--- config.mk ---
export PLATFORM = sky130hd
export DESIGN_NAME = fetch_decode_buffer
export DESIGN_NICKNAME = d
export VERILOG_FILES = /design/src/rtl/fetch_decode_buffer.sv
export SDC_FILE = /design/constraint.sdc
export NUM_CORES = 1
export LEC_CHECK = 0
export BUFFER_PORTS_ARGS = -buffer_cell sky130_fd_sc_hd__buf_2
export CAP_MARGIN = 20
export CORE_MARGIN = 10
export CORE_UTILIZATION = 56
export CTS_BUF_LIST = sky130_fd_sc_hd__clkbuf_16
export DETAILED_ROUTE_END_ITERATION = 8
export GPL_TIMING_DRIVEN = 0
export PLACE_DENSITY = 0.84
export RECOVER_POWER = 100
export SETUP_SLACK_MARGIN = 0.02
export SLEW_MARGIN = 30
export SYNTH_ARGS = -nofsm -noshare
export SYNTH_HDL_FRONTEND = slang
export SYNTH_SLANG_ARGS = --single-unit
--- constraint.sdc ---
create_clock -name clk -period 9.3 [get_ports clk]
set_input_delay 2.325 -clock clk [delete_from_list [all_inputs] [get_ports clk]]
set_output_delay 2.325 -clock clk [all_outputs]
set_load 0.01 [all_outputs]
--- src/rtl/fetch_decode_buffer.sv ---
// Fetch-to-decode decoupling buffer: a small circular queue of {instr, pc, pc+4}
// with valid/ready hand-off to decode, PC halt request and redirect squash.
module fetch_decode_buffer #(
  parameter int WIDTH = 32,
  parameter int DEPTH = 2,
  parameter logic [WIDTH-1:0] NOP_INSTR = 'h00000013
) (
  input  logic                         clk,
  input  logic                         rst,
  input  logic [WIDTH-1:0]             instr_in,
  input  logic [WIDTH-1:0]             pc_in,
  input  logic [WIDTH-1:0]             pcPlus4_in,
  input  logic                         in_valid,
  input  logic                         flush,
  input  logic                         out_ready,
  output logic [WIDTH-1:0]             instr_out,
  output logic [WIDTH-1:0]             pc_out,
  output logic [WIDTH-1:0]             pcPlus4_out,
  output logic                         out_valid,
  output logic                         fetch_halt,
  output logic [$clog2(DEPTH+1)-1:0]   occupancy,
  output logic                         overflow_err
);

  localparam int OCC_W = $clog2(DEPTH + 1);
  localparam int PTR_W = (DEPTH > 1) ? $clog2(DEPTH) : 1;
  localparam logic [OCC_W-1:0] FULL_LVL = OCC_W'(DEPTH);
  localparam logic [OCC_W-1:0] HALT_LVL = OCC_W'(DEPTH - 1);
  localparam logic [PTR_W-1:0] LAST_PTR = PTR_W'(DEPTH - 1);

  logic [WIDTH-1:0] instr_mem [DEPTH];
  logic [WIDTH-1:0] pc_mem    [DEPTH];
  logic [WIDTH-1:0] pc4_mem   [DEPTH];

  logic [PTR_W-1:0] rd_ptr;
  logic [PTR_W-1:0] wr_ptr;
  logic             squash;
  logic             push;
  logic             pop;
  logic             full;
  logic             accept;

  function automatic logic [PTR_W-1:0] next_ptr(input logic [PTR_W-1:0] p);
    return (p == LAST_PTR) ? '0 : p + 1'b1;
  endfunction

  assign out_valid = (occupancy != '0);
  assign full      = (occupancy == FULL_LVL);
  assign push      = in_valid && !flush && !squash;
  assign pop       = out_valid && out_ready;
  assign accept    = push && (!full || pop);

  // Halting one entry early leaves room for the word the synchronous ROM is already reading.
  assign fetch_halt = (occupancy >= HALT_LVL) && !pop;

  assign instr_out   = out_valid ? instr_mem[rd_ptr] : NOP_INSTR;
  assign pc_out      = out_valid ? pc_mem[rd_ptr]    : '0;
  assign pcPlus4_out = out_valid ? pc4_mem[rd_ptr]   : '0;

  always_ff @(posedge clk) begin
    if (accept) begin
      instr_mem[wr_ptr] <= instr_in;
      pc_mem[wr_ptr]    <= pc_in;
      pc4_mem[wr_ptr]   <= pcPlus4_in;
    end
  end

  // Flush wins over push/pop; overflow_err is deliberately left untouched by it.
  always_ff @(posedge clk or negedge rst) begin
    if (!rst) begin
      occupancy    <= '0;
      rd_ptr       <= '0;
      wr_ptr       <= '0;
      squash       <= 1'b0;
      overflow_err <= 1'b0;
    end else if (flush) begin
      occupancy <= '0;
      rd_ptr    <= '0;
      wr_ptr    <= '0;
      squash    <= 1'b1;
    end else begin
      squash <= 1'b0;
      if (accept) wr_ptr <= next_ptr(wr_ptr);
      if (pop) rd_ptr <= next_ptr(rd_ptr);
      if (accept && !pop) occupancy <= occupancy + 1'b1;
      else if (pop && !accept) occupancy <= occupancy - 1'b1;
      if (push && full && !pop) overflow_err <= 1'b1;
    end
  end

endmodule

Yosys cells after proc, flatten, opt, wreduce, memory -nomap -nowiden
Memory sizes are Yosys's and may differ from the RTL's.
Cells that the tools add are included.
{"block": "word_totals", "ff_bits": 6, "ramBits": 192, "in_bits": 101, "elab_cells": 50, "mem_count": 3}
{"block": "classes", "addsub": 4, "n_lt_le_gt_ge": 1, "eq_ne": 1, "muxes": 15, "n_bitwise": 1, "reduce_logical": 20}
{"memory": "instr_mem", "depth": 2, "word_bits": 32, "read_ports": 1, "rd_clocked_by_memory_dff": 0, "write_ports": 1, "line": "31", "source": "logic [WIDTH-1:0] instr_mem [DEPTH];"}
{"memory": "pc4_mem", "depth": 2, "word_bits": 32, "read_ports": 1, "rd_clocked_by_memory_dff": 0, "write_ports": 1, "line": "33", "source": "logic [WIDTH-1:0] pc4_mem [DEPTH];"}
{"memory": "pc_mem", "depth": 2, "word_bits": 32, "read_ports": 1, "rd_clocked_by_memory_dff": 0, "write_ports": 1, "line": "32", "source": "logic [WIDTH-1:0] pc_mem [DEPTH];"}
{"cell": "two-way mux 32 bit", "n": 3}
{"cell": "logical AND 1 bit", "n": 9}
{"cell": "two-way mux 1 bit", "n": 9}
{"cell": "two-way mux 2 bit", "n": 3}
{"cell": "nonzero test 2 bit", "n": 3}
{"cell": "zero test 1 bit", "n": 5}
{"cell": "nonzero test 3 bit", "n": 1}
{"cell": "adder 1 bit, second input constant", "n": 2}
{"cell": "adder 2 x 1 -> 2 bit, second input constant", "n": 1}
{"cell": "equality test 2 bit, second input constant", "n": 1}
{"cell": "greater-or-equal comparator 2 x 1 -> 1 bit, second input constant", "n": 1}
{"cell": "AND reduction 2 bit", "n": 1}
{"cell": "subtractor 2 x 1 -> 2 bit, second input constant", "n": 1}
{"cell": "logical OR 1 bit", "n": 1}
{"cell": "inverter 1 bit", "n": 1}

Logic depth before layout (Yosys ltp)
{"block": "depth", "word_depth": 9, "depth_mapped": 8, "mapped_depth_nobuf": 6}

Least setup slack after synthesis
Ideal clock, no wire load.
{"block": "synth_path", "path_kind": "input to register", "start": "input port flush", "end": "memory instr_mem[0][0] (enable)", "setup_ns": 0.563, "arrival_time_ns": 7.124, "t_required_ns": 8.737, "path_slack_ns": 1.613, "cell_stages": 3, "n_path_buf": 0, "path_cell_list": "or3b_4 > a21oi_2 > nor2b_1"}
{"block": "synth_between", "elab_chain_len": 6}
{"item": "start: declaration", "line": "14", "source": "input logic flush,"}
{"item": "zero test 1 bit", "line": "49", "source": "assign push = in_valid && !flush && !squash;"}
{"item": "logical AND 1 bit (2 in series)", "line": "49"}
{"item": "logical AND 1 bit", "line": "51", "source": "assign accept = push && (!full || pop);"}
{"item": "two-way mux 1 bit", "line": "61", "source": "if (accept) begin"}
{"item": "two-way mux 1 bit (implied by the code)", "line": "62", "source": "instr_mem[wr_ptr] <= instr_in;"}
{"item": "end: declaration", "line": "31"}
No other way between the ends.

Worst setup path in the final report
{"block": "layout_path", "start": "input port flush", "end": "memory pc4_mem[0][12] (enable)"}
{"block": "layout_between", "elab_chain_len": 6}
{"item": "zero test 1 bit", "line": "49"}
{"item": "logical AND 1 bit (2 in series)", "line": "49"}
{"item": "logical AND 1 bit", "line": "51"}
{"item": "two-way mux 1 bit", "line": "61"}
{"item": "two-way mux 1 bit (implied by the code)", "line": "64", "source": "pc4_mem[wr_ptr] <= pcPlus4_in;"}
{"item": "end: declaration", "line": "33"}
No other way between the ends.

==> out/summary.txt <==
cells after synthesis -> 439
vias in the first global route -> 4746
htree depth -> 4
kind of critical path -> in2reg
gr ovfl total -> 0
crit-path max FO -> 24
peak supply drop -> 0.0001552 V
synth top area cells -> edfxtp_1 (77%), mux2i_1 (13%), nor2_1 (4.9%), dfrtp_1 (2.0%), buf_2 (0.60%)
die width -> 136.0 um
Post-Place Worst Slack -> 4325 ps
largest net degree at the start of global routing -> 48
ys async rst share -> 3.030%
setup TNS -> 0 ps
clk_skew -> 3.975 ps
met2 global-route usage -> 29.72%
later-pin clock latency in the skew report -> 410 ps
fmax -> 0.1563 GHz
max-cap viol count -> 3
synth cell count leaders -> edfxtp_1 (192), nor2_1 (98), mux2i_1 (97), buf_2 (9), clkbuf_1 (8)
DRC viols -> 0
Cell variety after synth -> 24
total number of vias -> 4402
cell mode on critical path -> clkbuf_1
maximum root-to-sink buffer count -> 2
Fin. Hold Viols -> 0
leading area contributor after synthesis -> edfxtp_1
CTS root buf -> clkbuf_16
Worst Setup End Kind -> register
crit path cell chain -> clkbuf_1 > or3b_1 > a21oi_1 > nor2b_1 > clkbuf_1 > clkbuf_1
Syn Area/Cell -> 17.15 um2
hold_buf cts -> 0
M1 GR Usage -> 18.65%
vias per std cell -> 5.149
die area -> 18480 um2
Worst Path Buf+Inv -> 3
DP HPWL -> 11740 um
RSZ-0062 raised after global routing -> no
CTS tree -> yes
Initial Util -> 57.09%
Synth Register Bits -> 198
Lkg Pwr -> 3.034 nW
Yosys Warn Count -> 0
critical path launch point type -> input pin
core area -> 13190 um2
Seq/Total Area, Yosys -> 78.56%
Hold Crit Class -> reg2reg
I/O Pins -> 202
post-CTS resize count -> 0
# setup viols final -> 0
Max transition margin -> -69.96%
post-route clock period utilization -> 68.81%
Critical Path AT -> 6430 ps
Post-synth top flop -> edfxtp_1
nets@finish -> 768
Pwr Density -> 242.8 nW/um2
CP delay by family, top -> buffers and inverters
DRT Pass-1 Iters -> 4
Die H -> 136.0 um
Iteration-0 DRC Markers -> 258
GR Util All Layers -> 17.20%
Post-Route WL -> 16070 um
most frequent cell after synthesis -> edfxtp_1
clock sink total -> 198
Fill cells -> 958
violated checks -> max-capacitance violations, max-slew violations
Worst path slowest cell -> nor2b_1
CTS Buf Count -> 17
clock slew at reported path FFs -> 60 ps
Worst path max stage delay -> 1240 ps
Post-CTS Setup Repair Bufs -> 0
area of the multi-input gates -> 1484 um2
P&R area growth vs syn -> 21.60%
# rows -> 42
Routed WL per cell -> 18.80 um
hold_ws -> 484.8 ps
PortBufs -> 201
Worst Tran Pin Value -> 2549 ps
worst path required time -> 9330 ps
post-synthesis cell area -> 7530 um2
minimum clock period -> 6399 ps
antenna violations before repair -> 2
Yosys top cell area share -> 76.57%
fin. max-slew vios -> 111
Reg area -> 5916 um2
GR Util met3 -> 6.605%
EDFF count, synth -> 192
grt peak-use layer -> met2
first-pass GRT wire length -> 24490 um
status -> complete, but fails checks
setup ws final -> 2901 ps
GP Congestion -> 0.8087
share of post-route cells with drive strength above 1 -> 14.16%
syn nets -> 542
remaining antenna violation count -> 0
-- where the power goes --
part,switching (mW),internal (mW)
clock,0.299,0.392
combinational,0.332,0.178
sequential,0.00948,1.01
total,0.640,1.58
-- worst paths after layout --
kind                               from        endpoint  slack (ps)  cells past startpoint
max                               flush  pc4_mem[0][12]        2900                      6
max in group asynchronous           rst    occupancy[1]        7270                      1
min                        overflow_err    overflow_err         480                      1
min in group asynchronous           rst          wr_ptr        1780                      1
max reg2reg                occupancy[1]  pc4_mem[0][12]        4210                      9
min reg2reg                overflow_err    overflow_err         480                      1
-- state kept, by name, indices dropped and copies added, names as in the netlist --
register / count
instr_mem: 64
occupancy: 2
overflow_err: 1
pc4_mem: 64
pc_mem: 64
rd_ptr: 1
squash: 1
wr_ptr: 1
-- logic make-up after synthesis --
family | share of synthesized area (%)
flops | 78.56
mux | 12.89
xor+xnor | 0.3490
fa+ha+maj | 0.3323
buf+inv | 1.645
simple gates | 5.700
compound gates | 0.5152
-- placed cells by master (no fill, tap or decap), drive strengths merged, types with 2 or more instances in the layout --
master | Yosys | final
edfxtp | 192 | 192
clkbuf | 8 | 180
nor2 | 98 | 98
mux2i | 97 | 97
buf | 15 | 67
dfrtp | 6 | 6
inv | 3 | 6
clkinvlp | 0 | 5
clkinv | 0 | 5
nand2 | 4 | 4
xnor2 | 2 | 2
ha | 2 | 2
bufinv | 0 | 2
-- metal layers --
metal  vias up  share of wire (%)
met5         -              0.081
met4         2                2.0
met3        26                9.1
met2       176                 51
met1      2120                 37
li1       2078                  -
-- final cells by class --
type	count	area share (%)
inverter	3	0.1230
tap	176	2.405
buffer	23	1.203
clock inverter	15	1.530
sequential	198	64.61
antenna	1	0.02733
multi-input combinational	215	16.21
clock buffer	17	4.646
timing repair buffer	207	9.251
-- metrics by stage --
step                      cell area [um2]  instances  util [%]  total power, mW
after floorplan                      7530        439         -            1.366
after global placement               8756        816     66.38            1.578
after detailed placement             8924        822     67.65            1.597
after CTS                            9489        854     71.94            2.284
after global routing                 9154        854     69.40            2.322
final                                9156        855     69.42            2.223
Power figures use the tool's default switching activity.
